[src/rtl/axi_lite_alu_pkg.sv]
// Shared constants and types for the AXI-Lite ALU: register offsets, opcodes,
// response codes, STATUS bit positions and FSM state encodings.
package axi_lite_alu_pkg;

  localparam logic [7:0] OFF_CTRL   = 8'h00;
  localparam logic [7:0] OFF_OPA    = 8'h04;
  localparam logic [7:0] OFF_OPB    = 8'h08;
  localparam logic [7:0] OFF_RESULT = 8'h0C;
  localparam logic [7:0] OFF_STATUS = 8'h10;

  localparam logic [1:0] RESP_OKAY   = 2'b00;
  localparam logic [1:0] RESP_SLVERR = 2'b10;

  localparam int CTRL_START = 0;
  localparam int ST_DONE    = 0;
  localparam int ST_CARRY   = 1;
  localparam int ST_OVF     = 2;

  typedef enum logic [1:0] {
    OP_ADD = 2'b00,
    OP_SUB = 2'b01,
    OP_ACC = 2'b10,
    OP_CLR = 2'b11
  } op_e;

  typedef enum logic [2:0] {
    SEL_CTRL, SEL_OPA, SEL_OPB, SEL_RESULT, SEL_STATUS, SEL_NONE
  } reg_sel_e;

  typedef enum logic { W_IDLE, W_RESP } wr_state_e;
  typedef enum logic { R_IDLE, R_DATA } rd_state_e;

endpackage

[src/rtl/axi_lite_alu_core.sv]
// Arithmetic core: holds RESULT and updates it on a start pulse, emitting
// DONE/CARRY/OVF set pulses in the same cycle the update is committed.
module axi_lite_alu_core
  import axi_lite_alu_pkg::*;
#(
  parameter int DATA_WIDTH = 32
) (
  input  logic                  clk,
  input  logic                  rst,
  input  logic                  start,
  input  op_e                   op,
  input  logic [DATA_WIDTH-1:0] opa,
  input  logic [DATA_WIDTH-1:0] opb,
  output logic [DATA_WIDTH-1:0] result,
  output logic                  done_set,
  output logic                  carry_set,
  output logic                  ovf_set
);

  localparam int MSB = DATA_WIDTH - 1;

  logic [DATA_WIDTH:0] wide;
  logic                ovf;

  // The extra top bit of 'wide' is carry-out for add/acc and borrow for sub.
  always_comb begin
    wide = '0;
    ovf  = 1'b0;
    case (op)
      OP_ADD: begin
        wide = {1'b0, opa} + {1'b0, opb};
        ovf  = (opa[MSB] == opb[MSB]) && (wide[MSB] != opa[MSB]);
      end
      OP_SUB: begin
        wide = {1'b0, opa} - {1'b0, opb};
        ovf  = (opa[MSB] != opb[MSB]) && (wide[MSB] != opa[MSB]);
      end
      OP_ACC: begin
        wide = {1'b0, result} + {1'b0, opa};
        ovf  = (result[MSB] == opa[MSB]) && (wide[MSB] != result[MSB]);
      end
      default: wide = '0;
    endcase
  end

  always_ff @(posedge clk) begin
    if (rst)        result <= '0;
    else if (start) result <= wide[DATA_WIDTH-1:0];
  end

  assign done_set  = start;
  assign carry_set = start & wide[DATA_WIDTH];
  assign ovf_set   = start & ovf;

endmodule

[src/rtl/axi_lite_alu.sv]
// AXI4-Lite slave exposing a small ALU: CTRL/OPA/OPB/RESULT/STATUS registers,
// independent single-outstanding write and read channels.
module axi_lite_alu
  import axi_lite_alu_pkg::*;
#(
  parameter int DATA_WIDTH = 32,
  parameter int ADDR_WIDTH = 8
) (
  input  logic                    s1_axi_aclk,
  input  logic                    s1_axi_areset,
  input  logic [ADDR_WIDTH-1:0]   s1_axi_awaddr,
  input  logic                    s1_axi_awvalid,
  output logic                    s1_axi_awready,
  input  logic [DATA_WIDTH-1:0]   s1_axi_wdata,
  input  logic [DATA_WIDTH/8-1:0] s1_axi_wstrb,
  input  logic                    s1_axi_wvalid,
  output logic                    s1_axi_wready,
  output logic [1:0]              s1_axi_bresp,
  output logic                    s1_axi_bvalid,
  input  logic                    s1_axi_bready,
  input  logic [ADDR_WIDTH-1:0]   s1_axi_araddr,
  input  logic                    s1_axi_arvalid,
  output logic                    s1_axi_arready,
  output logic [DATA_WIDTH-1:0]   s1_axi_rdata,
  output logic [1:0]              s1_axi_rresp,
  output logic                    s1_axi_rvalid,
  input  logic                    s1_axi_rready
);

  localparam int NB = DATA_WIDTH / 8;

  wire clk = s1_axi_aclk;
  wire rst = s1_axi_areset;

  wr_state_e             wstate;
  rd_state_e             rstate;
  logic [DATA_WIDTH-1:0] ctrl, opa, opb, result;
  logic [2:0]            status, st_set, st_clr;
  logic                  start_q, done_set, carry_set, ovf_set;
  reg_sel_e              wr_sel, rd_sel;
  logic                  wr_fire, wr_err;
  logic [DATA_WIDTH-1:0] rd_data;
  logic [1:0]            rd_resp;

  function automatic reg_sel_e decode(input logic [ADDR_WIDTH-1:0] a);
    if      (a == ADDR_WIDTH'(OFF_CTRL))   return SEL_CTRL;
    else if (a == ADDR_WIDTH'(OFF_OPA))    return SEL_OPA;
    else if (a == ADDR_WIDTH'(OFF_OPB))    return SEL_OPB;
    else if (a == ADDR_WIDTH'(OFF_RESULT)) return SEL_RESULT;
    else if (a == ADDR_WIDTH'(OFF_STATUS)) return SEL_STATUS;
    else                                   return SEL_NONE;
  endfunction

  function automatic logic [DATA_WIDTH-1:0] merge(input logic [DATA_WIDTH-1:0] old,
                                                  input logic [DATA_WIDTH-1:0] d,
                                                  input logic [NB-1:0]         s);
    merge = old;
    for (int i = 0; i < NB; i++)
      if (s[i]) merge[i*8 +: 8] = d[i*8 +: 8];
  endfunction

  assign wr_sel  = decode(s1_axi_awaddr);
  assign rd_sel  = decode(s1_axi_araddr);
  assign wr_fire = s1_axi_awready && s1_axi_awvalid && s1_axi_wvalid;
  assign wr_err  = (wr_sel == SEL_RESULT) || (wr_sel == SEL_NONE);

  // Write channel: ready pulses only once both address and data are presented.
  always_ff @(posedge clk) begin
    if (rst) begin
      wstate         <= W_IDLE;
      s1_axi_awready <= 1'b0;
      s1_axi_wready  <= 1'b0;
      s1_axi_bvalid  <= 1'b0;
      s1_axi_bresp   <= RESP_OKAY;
    end else begin
      case (wstate)
        W_IDLE:
          if (s1_axi_awready) begin
            s1_axi_awready <= 1'b0;
            s1_axi_wready  <= 1'b0;
            if (wr_fire) begin
              s1_axi_bvalid <= 1'b1;
              s1_axi_bresp  <= wr_err ? RESP_SLVERR : RESP_OKAY;
              wstate        <= W_RESP;
            end
          end else if (s1_axi_awvalid && s1_axi_wvalid) begin
            s1_axi_awready <= 1'b1;
            s1_axi_wready  <= 1'b1;
          end
        W_RESP:
          if (s1_axi_bready) begin
            s1_axi_bvalid <= 1'b0;
            wstate        <= W_IDLE;
          end
      endcase
    end
  end

  always_comb begin
    st_clr = '0;
    if (wr_fire && wr_sel == SEL_STATUS && s1_axi_wstrb[0]) st_clr = s1_axi_wdata[2:0];
    st_set           = '0;
    st_set[ST_DONE]  = done_set;
    st_set[ST_CARRY] = carry_set;
    st_set[ST_OVF]   = ovf_set;
  end

  // START is not stored: CTRL bit0 always reads back as zero.
  always_ff @(posedge clk) begin
    if (rst) begin
      ctrl    <= '0;
      opa     <= '0;
      opb     <= '0;
      status  <= '0;
      start_q <= 1'b0;
    end else begin
      start_q <= wr_fire && (wr_sel == SEL_CTRL) && s1_axi_wstrb[0] && s1_axi_wdata[CTRL_START];
      if (wr_fire) begin
        case (wr_sel)
          SEL_CTRL: begin
            ctrl             <= merge(ctrl, s1_axi_wdata, s1_axi_wstrb);
            ctrl[CTRL_START] <= 1'b0;
          end
          SEL_OPA: opa <= merge(opa, s1_axi_wdata, s1_axi_wstrb);
          SEL_OPB: opb <= merge(opb, s1_axi_wdata, s1_axi_wstrb);
          default: ;
        endcase
      end
      // A flag being set in the same cycle as its W1C clear stays set.
      status <= (status & ~st_clr) | st_set;
    end
  end

  axi_lite_alu_core #(.DATA_WIDTH(DATA_WIDTH)) u_core (
    .clk       (clk),
    .rst       (rst),
    .start     (start_q),
    .op        (op_e'(ctrl[2:1])),
    .opa       (opa),
    .opb       (opb),
    .result    (result),
    .done_set  (done_set),
    .carry_set (carry_set),
    .ovf_set   (ovf_set)
  );

  always_comb begin
    rd_data = '0;
    rd_resp = RESP_OKAY;
    case (rd_sel)
      SEL_CTRL:   rd_data = ctrl;
      SEL_OPA:    rd_data = opa;
      SEL_OPB:    rd_data = opb;
      SEL_RESULT: rd_data = result;
      SEL_STATUS: rd_data = {{(DATA_WIDTH-3){1'b0}}, status};
      default:    rd_resp = RESP_SLVERR;
    endcase
  end

  // Read data is sampled at the address handshake, so a concurrent RESULT
  // update is seen only by the next read.
  always_ff @(posedge clk) begin
    if (rst) begin
      rstate         <= R_IDLE;
      s1_axi_arready <= 1'b0;
      s1_axi_rvalid  <= 1'b0;
      s1_axi_rdata   <= '0;
      s1_axi_rresp   <= RESP_OKAY;
    end else begin
      case (rstate)
        R_IDLE:
          if (s1_axi_arready) begin
            s1_axi_arready <= 1'b0;
            if (s1_axi_arvalid) begin
              s1_axi_rdata  <= rd_data;
              s1_axi_rresp  <= rd_resp;
              s1_axi_rvalid <= 1'b1;
              rstate        <= R_DATA;
            end
          end else if (s1_axi_arvalid) begin
            s1_axi_arready <= 1'b1;
          end
        R_DATA:
          if (s1_axi_rready) begin
            s1_axi_rvalid <= 1'b0;
            rstate        <= R_IDLE;
          end
      endcase
    end
  end

endmodule
[config.mk]
export PLATFORM = sky130hd
export DESIGN_NAME = axi_lite_alu
export DESIGN_NICKNAME = d
export VERILOG_FILES = /design/src/rtl/axi_lite_alu_pkg.sv /design/src/rtl/axi_lite_alu_core.sv /design/src/rtl/axi_lite_alu.sv
export SDC_FILE = /design/constraint.sdc
export NUM_CORES = 1
export LEC_CHECK = 0
export CORE_MARGIN = 1
export CORE_UTILIZATION = 60
export DETAILED_ROUTE_END_ITERATION = 6
export MAX_ROUTING_LAYER = met4
export PLACE_DENSITY = 0.82
export SYNTH_ARGS = -nofsm -noshare
export SYNTH_HDL_FRONTEND = slang
export SYNTH_SLANG_ARGS = --single-unit
[constraint.sdc]
create_clock -name s1_axi_aclk -period 7.3 [get_ports s1_axi_aclk]
set_input_delay 1.46 -clock s1_axi_aclk [delete_from_list [all_inputs] [get_ports s1_axi_aclk]]
set_output_delay 1.46 -clock s1_axi_aclk [all_outputs]
set_load 0.02 [all_outputs]
==> qor.txt, run 1 <==
Crit path largest cell delay -> 800 ps
post-route ant nets -> 0
Port Buf Inserts -> 97
htree depth -> 4
TritonCTS buffer count -> 17
Synth Area in Simple Gates -> 0.1847
dpl ws -> 3004 ps
worst vdd ir -> 0.0001341 V
family with the most delay on the worst path -> compound AO/OA/AOI/OAI gates
Worst EP required -> 7640 ps
Logic pwr share -> 0.042
worst setup margin -> 3341 ps
number of library cell types mapped by synthesis -> 88
Synth Area in Compound Gates -> 0.2627
DRT Pass-1 Iters -> 7
maximum buffer depth of the clock tree -> 2
most common cell after layout, fill and taps aside -> nor2_1
Mapped Cells -> 1606
DIE WIDTH -> 146.8 um
endpoints failing setup -> 0
first-pass GRT wire length -> 63750 um
switching pwr -> 0.4858 mW
Worst slew margin -> 0.2383
routability congestion estimate -> 1.008
Net Sw Frac -> 0.2495
outcome -> finished, violations left
most frequent cells in the layout -> 251 x nor2_1, 172 x a21oi_1, 171 x dfxtp_1, 109 x mux2i_1
critical setup path kind -> reg -> reg
clock power share -> 0.475
Layout Nets -> 1809
Clock Tree Root -> clkbuf_16
Post-Synth XOR/XNOR Area -> 0.03481
global-route usage over all layers -> 0.3844
layout cells sized above 1 -> 0.04868
cell mode on critical path -> a21oi_1
Initial Util -> 0.6178
clk_lat worst skew -> 450 ps
die area -> 0.02155 mm2
mux cell area share after synthesis -> 0.09030
Final min period -> 3959 ps
slowest CP cell -> nor2_1
largest net degree at the start of global routing -> 84
failing checks -> design-rule violations
DP HPWL -> 29810 um
worst-path cell chain -> buf_4 > inv_1 > a21oi_1 > nand2b_1 > nor2_1 > nand2_1 > a2111oi_0 > a21oi_1 > o41ai_2
YS warnings -> 0
unrepaired setup endpoints after global routing -> false
EDFF count, synth -> 0
Filler cells -> 1746
antenna violations before repair -> 0
PnR Total Power -> 1.947 mW
CP max FO -> 26
Synth Area per Inst -> 7.834 um2
Die Span Y -> 146.8 um
sequential share of power -> 0.483
top-level I/O count -> 100
pwr dens -> 136.7 mW/mm2
placeable core region -> 0.02036 mm2
Main synth FF type -> dfxtp_1
diode count -> 0
Post-Synthesis Cell Area -> 0.01258 mm2
Remaining DRCs -> 2
count of final max-slew check failures -> 0
DR vias -> 12690
Num Clock Sinks -> 172
Seq cells post-synth -> 172
crit path launch type -> flop
vias in the first global route -> 12040
Final Hold Vio Count -> 0
Total Wirelength -> 40140 um
period utilisation layout -> 0.5423
cell leakage power -> 6.315 nW
Worst-Margin Slew -> 1136 ps
post-DR vias/cell -> 6.559
# hold bufs at CTS -> 0
Synth Area in Adders -> 0.1002
post_cts resized -> 0
asr flop ratio synth -> 0
CP Capture Type -> flop
maxcap violations -> 0
crit path DAT -> 4300 ps
P&R area growth vs syn -> 13.24%
FP Rows -> 52
TritonCTS clock tree -> done
number of DRC markers in iteration 0 -> 1450
WP buf/inv -> 2
fin util -> 0.6996
Setup Fix Bufs, Post-CTS -> 0
Seq/Total Area, Yosys -> 0.2737
Overflow after GRT -> 0
clock skew -> 16.86 ps
Int Pwr -> 1.461 mW
f_max -> 252.6 MHz
Worst-path clk slew -> 80 ps
wire per inst -> 20.75 um
setup_tns -> 0 ps
worst min path class -> reg -> reg
largest family of logic cells by synthesized area -> compound AO/OA/AOI/OAI gates
==> state kept, by name, summed over array words and instances, names as in the netlist, 3 cells and up <==
name	count
ctrl	31
opa	32
opb	32
s1_axi_rdata	32
status	3
u_core.result	32
==> metal layers <==
layer	GRT usage	vias to the layer above	wire (um)
met5	-	-	0
met4	0.1672	0	1557
met1	0.4846	6021	16930
li1	-	5962	-
met2	0.6085	589	18370
met3	0.05963	113	3274
==> cell usage after synthesis (all sizes together) (10+ instances only) <==
| cell type | count | share of area |
|---|---|---|
| o31ai | 17 | 0.011 |
| xor2 | 13 | 0.0091 |
| nor2b | 18 | 0.0090 |
| inv | 85 | 0.025 |
| a211oi | 23 | 0.015 |
| dfxtp | 172 | 0.27 |
| nand3 | 32 | 0.013 |
| a21o | 27 | 0.016 |
| a22oi | 10 | 0.0060 |
| nor4 | 13 | 0.0077 |
| clkbuf | 72 | 0.021 |
| a21oi | 172 | 0.068 |
| nand2b | 11 | 0.0055 |
| mux2i | 109 | 0.087 |
| and3 | 10 | 0.0050 |
| a222oi | 28 | 0.022 |
| o21a | 11 | 0.0066 |
| nand4 | 11 | 0.0055 |
| a31oi | 17 | 0.0096 |
| o21ai | 72 | 0.029 |
| ha | 96 | 0.095 |
| nor2 | 253 | 0.075 |
| nand2 | 96 | 0.029 |
| nor3 | 34 | 0.014 |
| buf | 14 | 0.0059 |
| xnor2 | 37 | 0.026 |
==> kinds of logic (layout without fill, tap and decap cells) <==
group / count (synthesis) / after routing
and+or+nand+nor: 516 / 516
DFF: 172 / 172
AOI/OAI and AO/OA: 484 / 484
buffers and inverters: 173 / 230
xor gates and xnor gates: 50 / 50
adders and majority gates: 99 / 99
other: 1 / 2
muxes: 111 / 111
==> worst reg2reg max path: cells and delay by family (launching register included) <==
family	cells	cell delay (ps)
AO/OA/AOI/OAI	4	1410
AND/OR/NAND/NOR	3	1270
buffers and inverters	2	860
flip-flops	1	310
==> final timing paths <==
path | to | startpoint | depth (start not counted) | slack [ps]
worst min-delay path | s1_axi_rdata[28] | s1_axi_rdata[28] | 2 | 480
worst min register to register | s1_axi_rdata[28] | s1_axi_rdata[28] | 2 | 480
worst max-delay path | status[1] | start_q | 9 | 3340
worst max register to register | status[1] | start_q | 9 | 3340
==> through the flow <==
step	instance area, um2	std cells	hold WS (ps)
finish	14250	1934	479.7
global route	14250	1934	499.5
CTS	14250	1934	489.4
detailed placement	13670	1902	477.1
global placement	13670	1902	443.5
floorplan	12580	1607	456.7
==> power groups by stage <==
stage	clock network (mW)	logic, mW	registers [mW]
after floorplan	0	0.0292	0.965
after global placement	0	0.0795	0.963
after detailed placement	0	0.0802	0.963
after CTS	0.933	0.0806	0.941
after global routing	0.974	0.0869	0.941
final	0.925	0.0811	0.941
==> final cells by class <==
| class | count | area [um2] | share of cell area |
|---|---|---|---|
| multi-input cells | 1262 | 8488 | 0.5958 |
| inverters | 87 | 326.6 | 0.02292 |
| flip-flops and latches | 172 | 3445 | 0.2418 |
| clock inverters | 14 | 146.4 | 0.01028 |
| clock buffers | 18 | 429.2 | 0.03012 |
| well taps | 270 | 337.8 | 0.02371 |
| repair buffers | 111 | 1074 | 0.07536 |
Power figures use the tool's default switching activity.
==> run 2, diff against run 1 <==
--- a/config.mk
+++ b/config.mk
@@ -6,10 +6,10 @@
 export NUM_CORES = 1
 export LEC_CHECK = 0
 export CORE_MARGIN = 1
-export CORE_UTILIZATION = 60
+export CORE_UTILIZATION = 54
 export DETAILED_ROUTE_END_ITERATION = 6
 export MAX_ROUTING_LAYER = met4
-export PLACE_DENSITY = 0.82
+export PLACE_DENSITY = 0.78
 export SYNTH_ARGS = -nofsm -noshare
 export SYNTH_HDL_FRONTEND = slang
 export SYNTH_SLANG_ARGS = --single-unit
==> constraint.sdc (replaced) <==
create_clock -name s1_axi_aclk -period 3.2 [get_ports s1_axi_aclk]
set_input_delay 0.64 -clock s1_axi_aclk [delete_from_list [all_inputs] [get_ports s1_axi_aclk]]
set_output_delay 0.64 -clock s1_axi_aclk [all_outputs]
set_load 0.02 [all_outputs]
==> qor.txt, run 2 (same netlist as run 1, synthesis figures left out) <==
outcome -> completed
PnR Total Power -> 4.422 mW
Layout Nets -> 1910
final std cells w/o fill -> 2051
period utilisation layout -> 0.9809
crit path launch type -> flop
crit path DAT -> 3480 ps
vias in the first global route -> 12360
Die Span Y -> 154.6 um
worst min path class -> in -> reg
post-route ant nets -> 0
critical setup path kind -> reg -> reg
Worst-path clk slew -> 70 ps
Final min period -> 3139 ps
first-pass GRT wire length -> 65360 um
Worst-Margin Slew -> 980.0 ps
wire per inst -> 20.57 um
Total Wirelength -> 42190 um
maxcap violations -> 0
Worst slew margin -> 0.3467
placeable core region -> 0.02271 mm2
dpl cells -> 2010
layout cells sized above 1 -> 0.1246
pwr dens -> 290.8 mW/mm2
most common cell after layout, fill and taps aside -> nor2_1
DIE WIDTH -> 154.6 um
CP max FO -> 4
Worst EP required -> 3550 ps
worst vdd ir -> 0.0002753 V
number of DRC markers in iteration 0 -> 1242
Initial Util -> 0.5540
unrepaired setup endpoints after global routing -> true
worst setup margin -> 60.98 ps
largest net degree at the start of global routing -> 93
cell leakage power -> 6.813 nW
Clock Tree Root -> clkbuf_16
Port Buf Inserts -> 97
DR vias -> 13000
global-route usage over all layers -> 0.3567
htree depth -> 4
f_max -> 318.6 MHz
antenna violations before repair -> 1
DRT Pass-1 Iters -> 7
Num Clock Sinks -> 172
top-level I/O count -> 100
die area -> 0.02391 mm2
endpoints failing setup -> 0
count of final max-slew check failures -> 0
routability congestion estimate -> 1.041
P&R area growth vs syn -> 20.88%
DP HPWL -> 31840 um
post-DR vias/cell -> 6.339
TritonCTS clock tree -> done
FP Rows -> 55
Final Hold Vio Count -> 0
# hold bufs at CTS -> 0
fin util -> 0.6697
maximum buffer depth of the clock tree -> 2
clk_lat worst skew -> 440 ps
most frequent cells in the layout -> 251 x nor2_1, 168 x a21oi_1, 166 x dfxtp_1, 116 x buf_4, 109 x mux2i_1
CP Capture Type -> flop
setup_tns -> 0 ps
Remaining DRCs -> 0
TritonCTS buffer count -> 17
Overflow after GRT -> 0
clock skew -> 9.539 ps
dpl ws -> -69.83 ps
==> run 2: cell types whose count changed in the layout (fill, tap and decap cells not counted), moves of 4 or more <==
cell,before,now
buf_4,15,116
ha_2,0,6
dfxtp_2,1,5
ha_1,96,87
a21oi_1,172,168
dfxtp_1,171,166
a21oi_2,0,4
==> run 2: worst paths after layout <==
check,cells past startpoint,slack (ps),startpoint,end
worst min register to register,2,460,s1_axi_rdata[28],s1_axi_rdata[28]
worst min-delay path,2,450,s1_axi_areset,u_core.result[1]
worst max-delay path,13,60,opa[0],u_core.result[30]
worst max register to register,13,60,opa[0],u_core.result[30]
==> run 2: layout make-up <==
class / instances / area [um2]
Sequential cell: 172 / 3453
Fill cell: 1947 / 7501
Clock buffer: 19 / 432.9
Clock inverter: 13 / 133.9
Timing Repair Buffer: 212 / 1832
Antenna cell: 1 / 2.502
Inverter: 87 / 326.6
Multi-Input combinational cell: 1262 / 8671
Tap cell: 285 / 356.6
==> run 2: repair_timing <==
item / CTS / global route
endpoints found under the hold margin: 0 / 0
setup buffers: 1 / 7
endpoints found under the setup margin: 5 / 15
pin swaps: 1 / 20
gates resized for setup: 5 / 40
==> run 2: power by group <==
| part | internal, mW | total (mW) | switching (mW) |
|---|---|---|---|
| registers | 2.14 | 2.15 | 0.00402 |
| clock network | 1.10 | 2.08 | 0.987 |
| logic | 0.0911 | 0.193 | 0.102 |
| total | 3.33 | 4.42 | 1.09 |
==> run 2: per-stage QoR <==
| step | hold slack (ps) | cell area, um2 |
|---|---|---|
| after global routing | 446.7 | 15210 |
| after global placement | 444.6 | 14390 |
| after floorplan | 456.7 | 12580 |
| after detailed placement | 453.6 | 14390 |
| after CTS | 440.7 | 14980 |
| final | 445.8 | 15210 |
==> run 2: metal layers <==
metal	GRT usage	wire, um	vias up
met1	0.4408	18020	6180
li1	-	-	6147
met3	0.05968	3158	112
met5	-	0	-
met4	0.1495	1472	0
met2	0.5755	19540	563
==> run 2: critical path, stage by stage (launching register included) <==
cell and delay, ps:
dfxtp_2 340, inv_2 70, ha_4 130, inv_2 40
fa_2 390, a21o_1 190, a221o_1 400, o211ai_1 270
nand2_1 150, a31o_4 280, a41oi_2 190, xnor2_1 160
nand2_1 100, a311oi_2 320
==> run 3, diff against run 2 <==
--- a/config.mk
+++ b/config.mk
@@ -5,6 +5,7 @@
 export SDC_FILE = /design/constraint.sdc
 export NUM_CORES = 1
 export LEC_CHECK = 0
+export CAP_MARGIN = 20
 export CORE_MARGIN = 1
 export CORE_UTILIZATION = 54
 export DETAILED_ROUTE_END_ITERATION = 6
==> results of run 3 <==
No change in the layout: final DEF, timing and power equal those of run 2.
